File: src/rtl/aes_stream_sched.sv
// Packet-granular round-robin scheduler feeding a fixed-latency AES pipeline from two AXI-Stream
// sources, with channel/last tags delayed to meet the core output and credit-gated tready.
module aes_stream_sched #(
   parameter int C_DATA_WIDTH = 128,
   parameter int C_PIPE_LAT   = 30,
   parameter int C_FIFO_DEPTH = 256,
   parameter int C_CRED_WIDTH = 9
) (
   input  logic                      m_axi_mm2s_aclk,
   input  logic                      axi_resetn,
   input  logic [C_DATA_WIDTH-1:0]   s0_tdata,
   input  logic                      s0_tvalid,
   input  logic                      s0_tlast,
   output logic                      s0_tready,
   input  logic [C_DATA_WIDTH-1:0]   s1_tdata,
   input  logic                      s1_tvalid,
   input  logic                      s1_tlast,
   output logic                      s1_tready,
   output logic [C_DATA_WIDTH-1:0]   aes_din,
   output logic                      aes_din_vld,
   input  logic [C_DATA_WIDTH-1:0]   aes_dout,
   output logic                      fifo_wr_en,
   output logic [C_DATA_WIDTH+1:0]   fifo_din,
   input  logic                      fifo_rd_en,
   output logic                      grant_ch,
   output logic                      busy,
   output logic [1:0]                pkt_done
);

   typedef enum logic {IDLE, ACTIVE} state_t;

   localparam logic [C_CRED_WIDTH-1:0] CRED_MAX = C_CRED_WIDTH'(C_FIFO_DEPTH);
   localparam logic [C_CRED_WIDTH-1:0] CRED_ONE = C_CRED_WIDTH'(1);

   state_t                    state, state_nxt;
   logic                      rr_ptr, rr_ptr_nxt;
   logic                      grant_q, grant_nxt;
   logic [C_CRED_WIDTH-1:0]   credits;
   logic                      accept, acc_last;
   logic [C_DATA_WIDTH-1:0]   acc_data;

   // Stage 0 lines up with aes_din; stage C_PIPE_LAT lines up with aes_dout.
   logic [C_PIPE_LAT:0]       tag_vld, tag_last, tag_ch;

   always_ff @(posedge m_axi_mm2s_aclk or negedge axi_resetn) begin
      if (!axi_resetn) begin
         state   <= IDLE;
         rr_ptr  <= 1'b0;
         grant_q <= 1'b0;
      end else begin
         state   <= state_nxt;
         rr_ptr  <= rr_ptr_nxt;
         grant_q <= grant_nxt;
      end
   end

   always_comb begin
      state_nxt  = state;
      rr_ptr_nxt = rr_ptr;
      grant_nxt  = grant_q;
      s0_tready  = 1'b0;
      s1_tready  = 1'b0;
      accept     = 1'b0;
      acc_last   = 1'b0;
      acc_data   = s0_tdata;
      case (state)
         IDLE: begin
            if (s0_tvalid | s1_tvalid) begin
               grant_nxt = (s0_tvalid & s1_tvalid) ? rr_ptr : s1_tvalid;
               state_nxt = ACTIVE;
            end
         end
         ACTIVE: begin
            if (grant_q) begin
               s1_tready = (credits != '0);
               accept    = s1_tvalid & s1_tready;
               acc_last  = s1_tlast;
               acc_data  = s1_tdata;
            end else begin
               s0_tready = (credits != '0);
               accept    = s0_tvalid & s0_tready;
               acc_last  = s0_tlast;
               acc_data  = s0_tdata;
            end
            if (accept & acc_last) begin
               state_nxt  = IDLE;
               rr_ptr_nxt = ~grant_q;
            end
         end
         default: state_nxt = IDLE;
      endcase
   end

   // A return at full credit is a protocol error and is dropped so the count saturates.
   always_ff @(posedge m_axi_mm2s_aclk or negedge axi_resetn) begin
      if (!axi_resetn) begin
         credits <= CRED_MAX;
      end else begin
         case ({accept, fifo_rd_en})
            2'b10:   credits <= credits - CRED_ONE;
            2'b01:   if (credits != CRED_MAX) credits <= credits + CRED_ONE;
            default: credits <= credits;
         endcase
      end
   end

   always_ff @(posedge m_axi_mm2s_aclk or negedge axi_resetn) begin
      if (!axi_resetn) begin
         aes_din  <= '0;
         tag_vld  <= '0;
         tag_last <= '0;
         tag_ch   <= '0;
      end else begin
         if (accept) aes_din <= acc_data;
         tag_vld  <= {tag_vld[C_PIPE_LAT-1:0],  accept};
         tag_last <= {tag_last[C_PIPE_LAT-1:0], acc_last & accept};
         tag_ch   <= {tag_ch[C_PIPE_LAT-1:0],   grant_q & accept};
      end
   end

   assign aes_din_vld = tag_vld[0];
   assign grant_ch    = grant_q;
   assign fifo_wr_en  = tag_vld[C_PIPE_LAT];
   assign fifo_din    = fifo_wr_en ? {tag_ch[C_PIPE_LAT], tag_last[C_PIPE_LAT], aes_dout} : '0;
   assign pkt_done    = {fifo_wr_en & tag_last[C_PIPE_LAT] &  tag_ch[C_PIPE_LAT],
                         fifo_wr_en & tag_last[C_PIPE_LAT] & ~tag_ch[C_PIPE_LAT]};
   assign busy        = (state == ACTIVE) | (|tag_vld);

endmodule

File: config.mk
export PLATFORM = sky130hd
export DESIGN_NAME = aes_stream_sched
export DESIGN_NICKNAME = d
export VERILOG_FILES = /design/src/rtl/aes_stream_sched.sv
export SDC_FILE = /design/constraint.sdc
export NUM_CORES = 1
export LEC_CHECK = 0
export BUFFER_PORTS_ARGS = -buffer_cell sky130_fd_sc_hd__buf_4
export CAP_MARGIN = 20
export CELL_PAD_IN_SITES_DETAIL_PLACEMENT = 0
export CELL_PAD_IN_SITES_GLOBAL_PLACEMENT = 2
export CORE_AREA = 3 3 253 255
export DETAILED_ROUTE_END_ITERATION = 16
export DIE_AREA = 0 0 256 258
export PLACE_DENSITY = 0.65
export SLEW_MARGIN = 15
export SYNTH_ARGS = -nofsm -noshare
export SYNTH_HDL_FRONTEND = slang
export SYNTH_SLANG_ARGS = --single-unit
export TNS_END_PERCENT = 100
File: constraint.sdc
create_clock -name m_axi_mm2s_aclk -period 7.9 [get_ports m_axi_mm2s_aclk]
set_clock_uncertainty 0.15 [all_clocks]
set_input_delay 1.185 -clock m_axi_mm2s_aclk [delete_from_list [all_inputs] [get_ports m_axi_mm2s_aclk]]
set_output_delay 1.185 -clock m_axi_mm2s_aclk [all_outputs]
set_load 0.005 [all_outputs]
==> run metrics <==
R2R Setup Slk between 3000 and 4000 ps; Clock Sinks 233; Worst R2R End aes_din[60]$_DFFE_PN0P_; crit path from credits[4]$_DFFE_PN0P_; clk_lat worst skew 540 ps; WL per Instance 19.0 um; largest net degree at the start of global routing around 150; Root Buffer clkbuf_16; PortBufs 656; RSZ-0062 raised after global routing false; CP required 8110 ps; Mapped Cells about 900; setup_tns 0 ps; Slew HR 0.298; Core Region 61800 um^2; max_cap viols 0; most common cell after layout, fill and taps aside buf_4; TritonCTS clock tree yes; Post-layout nets 1934; most frequent cells in the layout buf_4, dfrtp_1, nand2_1, mux2i_1; drt total wl approximately 45 mm; post-synth top area share 0.578; post_cts resized 0; worst min path class register to register; Slew @ Worst Pin roughly 1100 ps; Final Util 0.271; CTS clk-pin slew, worst paths 60 ps; CTS Hold Bufs 0; drt first-iter violations roughly 360; Syn Area/Cell 11.1 um^2; total iterations of the first detailed-routing run 4; Final Wtd Congestion 0.918; area delta synth->final 66.8%; dpl hpwl 37.7 mm; worst-path fanout max 124; status complete, no violations; final number of setup-violating endpoints 0; Die H 258 um; Yosys reg bits 233; largest cells by area after synthesis dfrtp_1, mux2i_1, and2_1; R2R depth 6; end point of the critical path aes_din[60]$_DFFE_PN0P_; initial antenna violation count 4; leakage 8.57 nW; filler instances 6612; post-CTS setup buffers 0; Initial Utilization 0.162; layout cells sized above 1 0.466; vias per inst 3.71; vias in the first global route 9273; Arrival @ worst endpoint 4230 ps; syn_nets 1301; Post-DP Area 15800 um^2; PD cells 361 nW/um^2; IO Count 657; sequential element share of the synthesized area 0.581; Min Clock Period, post-route roughly 4000 ps; CP Capture Type register; Startpoint Class register; Period Utilization, post-route 0.509; Overflow after GRT 0; CTS buffer count 27; Die ar. 66000 um^2; via count a little under 9000; worst flop-to-flop path startpoint credits[4]$_DFFE_PN0P_; Antenna Nets Post-Route 0; dpl ws 3490 ps; Netlist cell types 39; chip width roughly 260 um; Design Area, Final 16800 um^2; H-Tree Depth 1; setup ws final 3880 ps; YS warnings 0; FP Rows 91; Hold Violations, Final 0; Max Fclk 0.249 GHz; Netlist Area Pre-Place 10000 um^2; DRC 0; Pwr Total 0.00604 W; WS Path Type register to register; area leader, netlist dfrtp_1; final slew viol count 0; VDD IR max about 270 uV; Clock Tree Buf Depth 3; first-pass GRT wire length 63.7 mm; GRT Util Overall 0.131
-- cells by family after synthesis --
group           after synthesis  synth area share
buf+inv                      64            0.0273
flops                       233             0.581
simple gates                300             0.152
mux                         140             0.143
xor+xnor                      7           0.00611
compound gates              150            0.0807
fa+ha+maj                     8            0.0107
-- cell usage after synthesis --
| cell type | number |
|---|---|
| a211oi_1 | 1 |
| a21o_1 | 4 |
| a21oi_1 | 5 |
| a21oi_4 | 1 |
| a31o_2 | 1 |
| a31oi_1 | 2 |
| and2_1 | 132 |
| and3_1 | 2 |
| and4_1 | 1 |
| buf_1 | 1 |
| buf_2 | 15 |
| buf_6 | 2 |
| clkbuf_1 | 40 |
| dfrtp_1 | 232 |
| dfstp_2 | 1 |
| fa_1 | 1 |
| ha_1 | 7 |
| inv_1 | 6 |
| mux2_2 | 1 |
| mux2_4 | 6 |
| mux2i_1 | 133 |
| nand2_1 | 134 |
| nand2b_1 | 2 |
| nand3_1 | 1 |
| nand4_1 | 2 |
| nor2_1 | 7 |
| nor2_2 | 1 |
| nor2b_1 | 1 |
| nor3_1 | 4 |
| nor4_1 | 10 |
| o211ai_1 | 1 |
| o21ai_0 | 132 |
| o21bai_1 | 1 |
| o2bb2ai_1 | 1 |
| o311ai_4 | 1 |
| or2_2 | 1 |
| or4_1 | 2 |
| xnor2_1 | 6 |
| xor2_1 | 1 |
-- critical path, cell delays in order (launching register included) --
cell      delay [ps]
dfrtp_1          400
or4_1            620
o311ai_4         280
buf_4            350
buf_4            730
buf_4            890
o21ai_0          240
-- registers in the layout, summed over array words and instances (netlist names) --
name,cells
aes_din,128
grant_ch,1
rr_ptr,1
state,1
tag_vld,31
tag_ch,31
credits,9
tag_last,31
-- cell type report --
type                            count  area, um^2  area share
Tap cell                          837        1050      0.0625
Clock inverter                     15         146     0.00874
Antenna cell                        4        10.0    0.000598
Inverter                            6        22.5     0.00134
Multi-Input combinational cell    605        3940       0.235
Timing Repair Buffer              662        5000       0.299
Clock buffer                       33         748      0.0447
Sequential cell                   233        5830       0.348
-- worst min path at each step --
| stage | from | to | slack, ps | cells past startpoint |
|---|---|---|---|---|
| after floorplan | tag_ch[9]$_DFF_PN0_ | tag_ch[10]$_DFF_PN0_ | 180 | 0 |
| final | tag_ch[16]$_DFF_PN0_ | tag_ch[17]$_DFF_PN0_ | 200 | 0 |
| after detailed placement | tag_last[8]$_DFF_PN0_ | tag_last[9]$_DFF_PN0_ | 180 | 0 |
| after global placement | tag_ch[16]$_DFF_PN0_ | tag_ch[17]$_DFF_PN0_ | 190 | 0 |
| after CTS | tag_ch[16]$_DFF_PN0_ | tag_ch[17]$_DFF_PN0_ | 200 | 0 |
| after global routing | tag_last[29]$_DFF_PN0_ | tag_last[30]$_DFF_PN0_ | 210 | 0 |
-- layer usage --
| layer | vias up | part of all wire | track usage |
|---|---|---|---|
| li1 | 4307 | - | - |
| met1 | 4145 | 0.35 | 0.132 |
| met2 | 398 | 0.53 | 0.245 |
| met3 | 47 | 0.095 | 0.0496 |
| met4 | 0 | 0.029 | 0.0443 |
| met5 | - | 0 | 0 |
-- through the flow --
| stage | instances | hold slack [ps] |
|---|---|---|
| 5_1_grt | 2395 | 206 |
| 3_3_place_gp | 2343 | 187 |
| 2_1_floorplan | 902 | 181 |
| 6_report | 2395 | 197 |
| 4_1_cts | 2391 | 199 |
| 3_5_place_dp | 2343 | 185 |
-- power by group --
| group | internal [W] | total [W] | switching (W) |
|---|---|---|---|
| clock | 0.000739 | 0.00124 | 0.000504 |
| combinational | 0.00137 | 0.00272 | 0.00135 |
| sequential | 0.00175 | 0.00208 | 0.000329 |
| total | 0.00386 | 0.00604 | 0.00218 |
(Power assumes the default switching activity.)
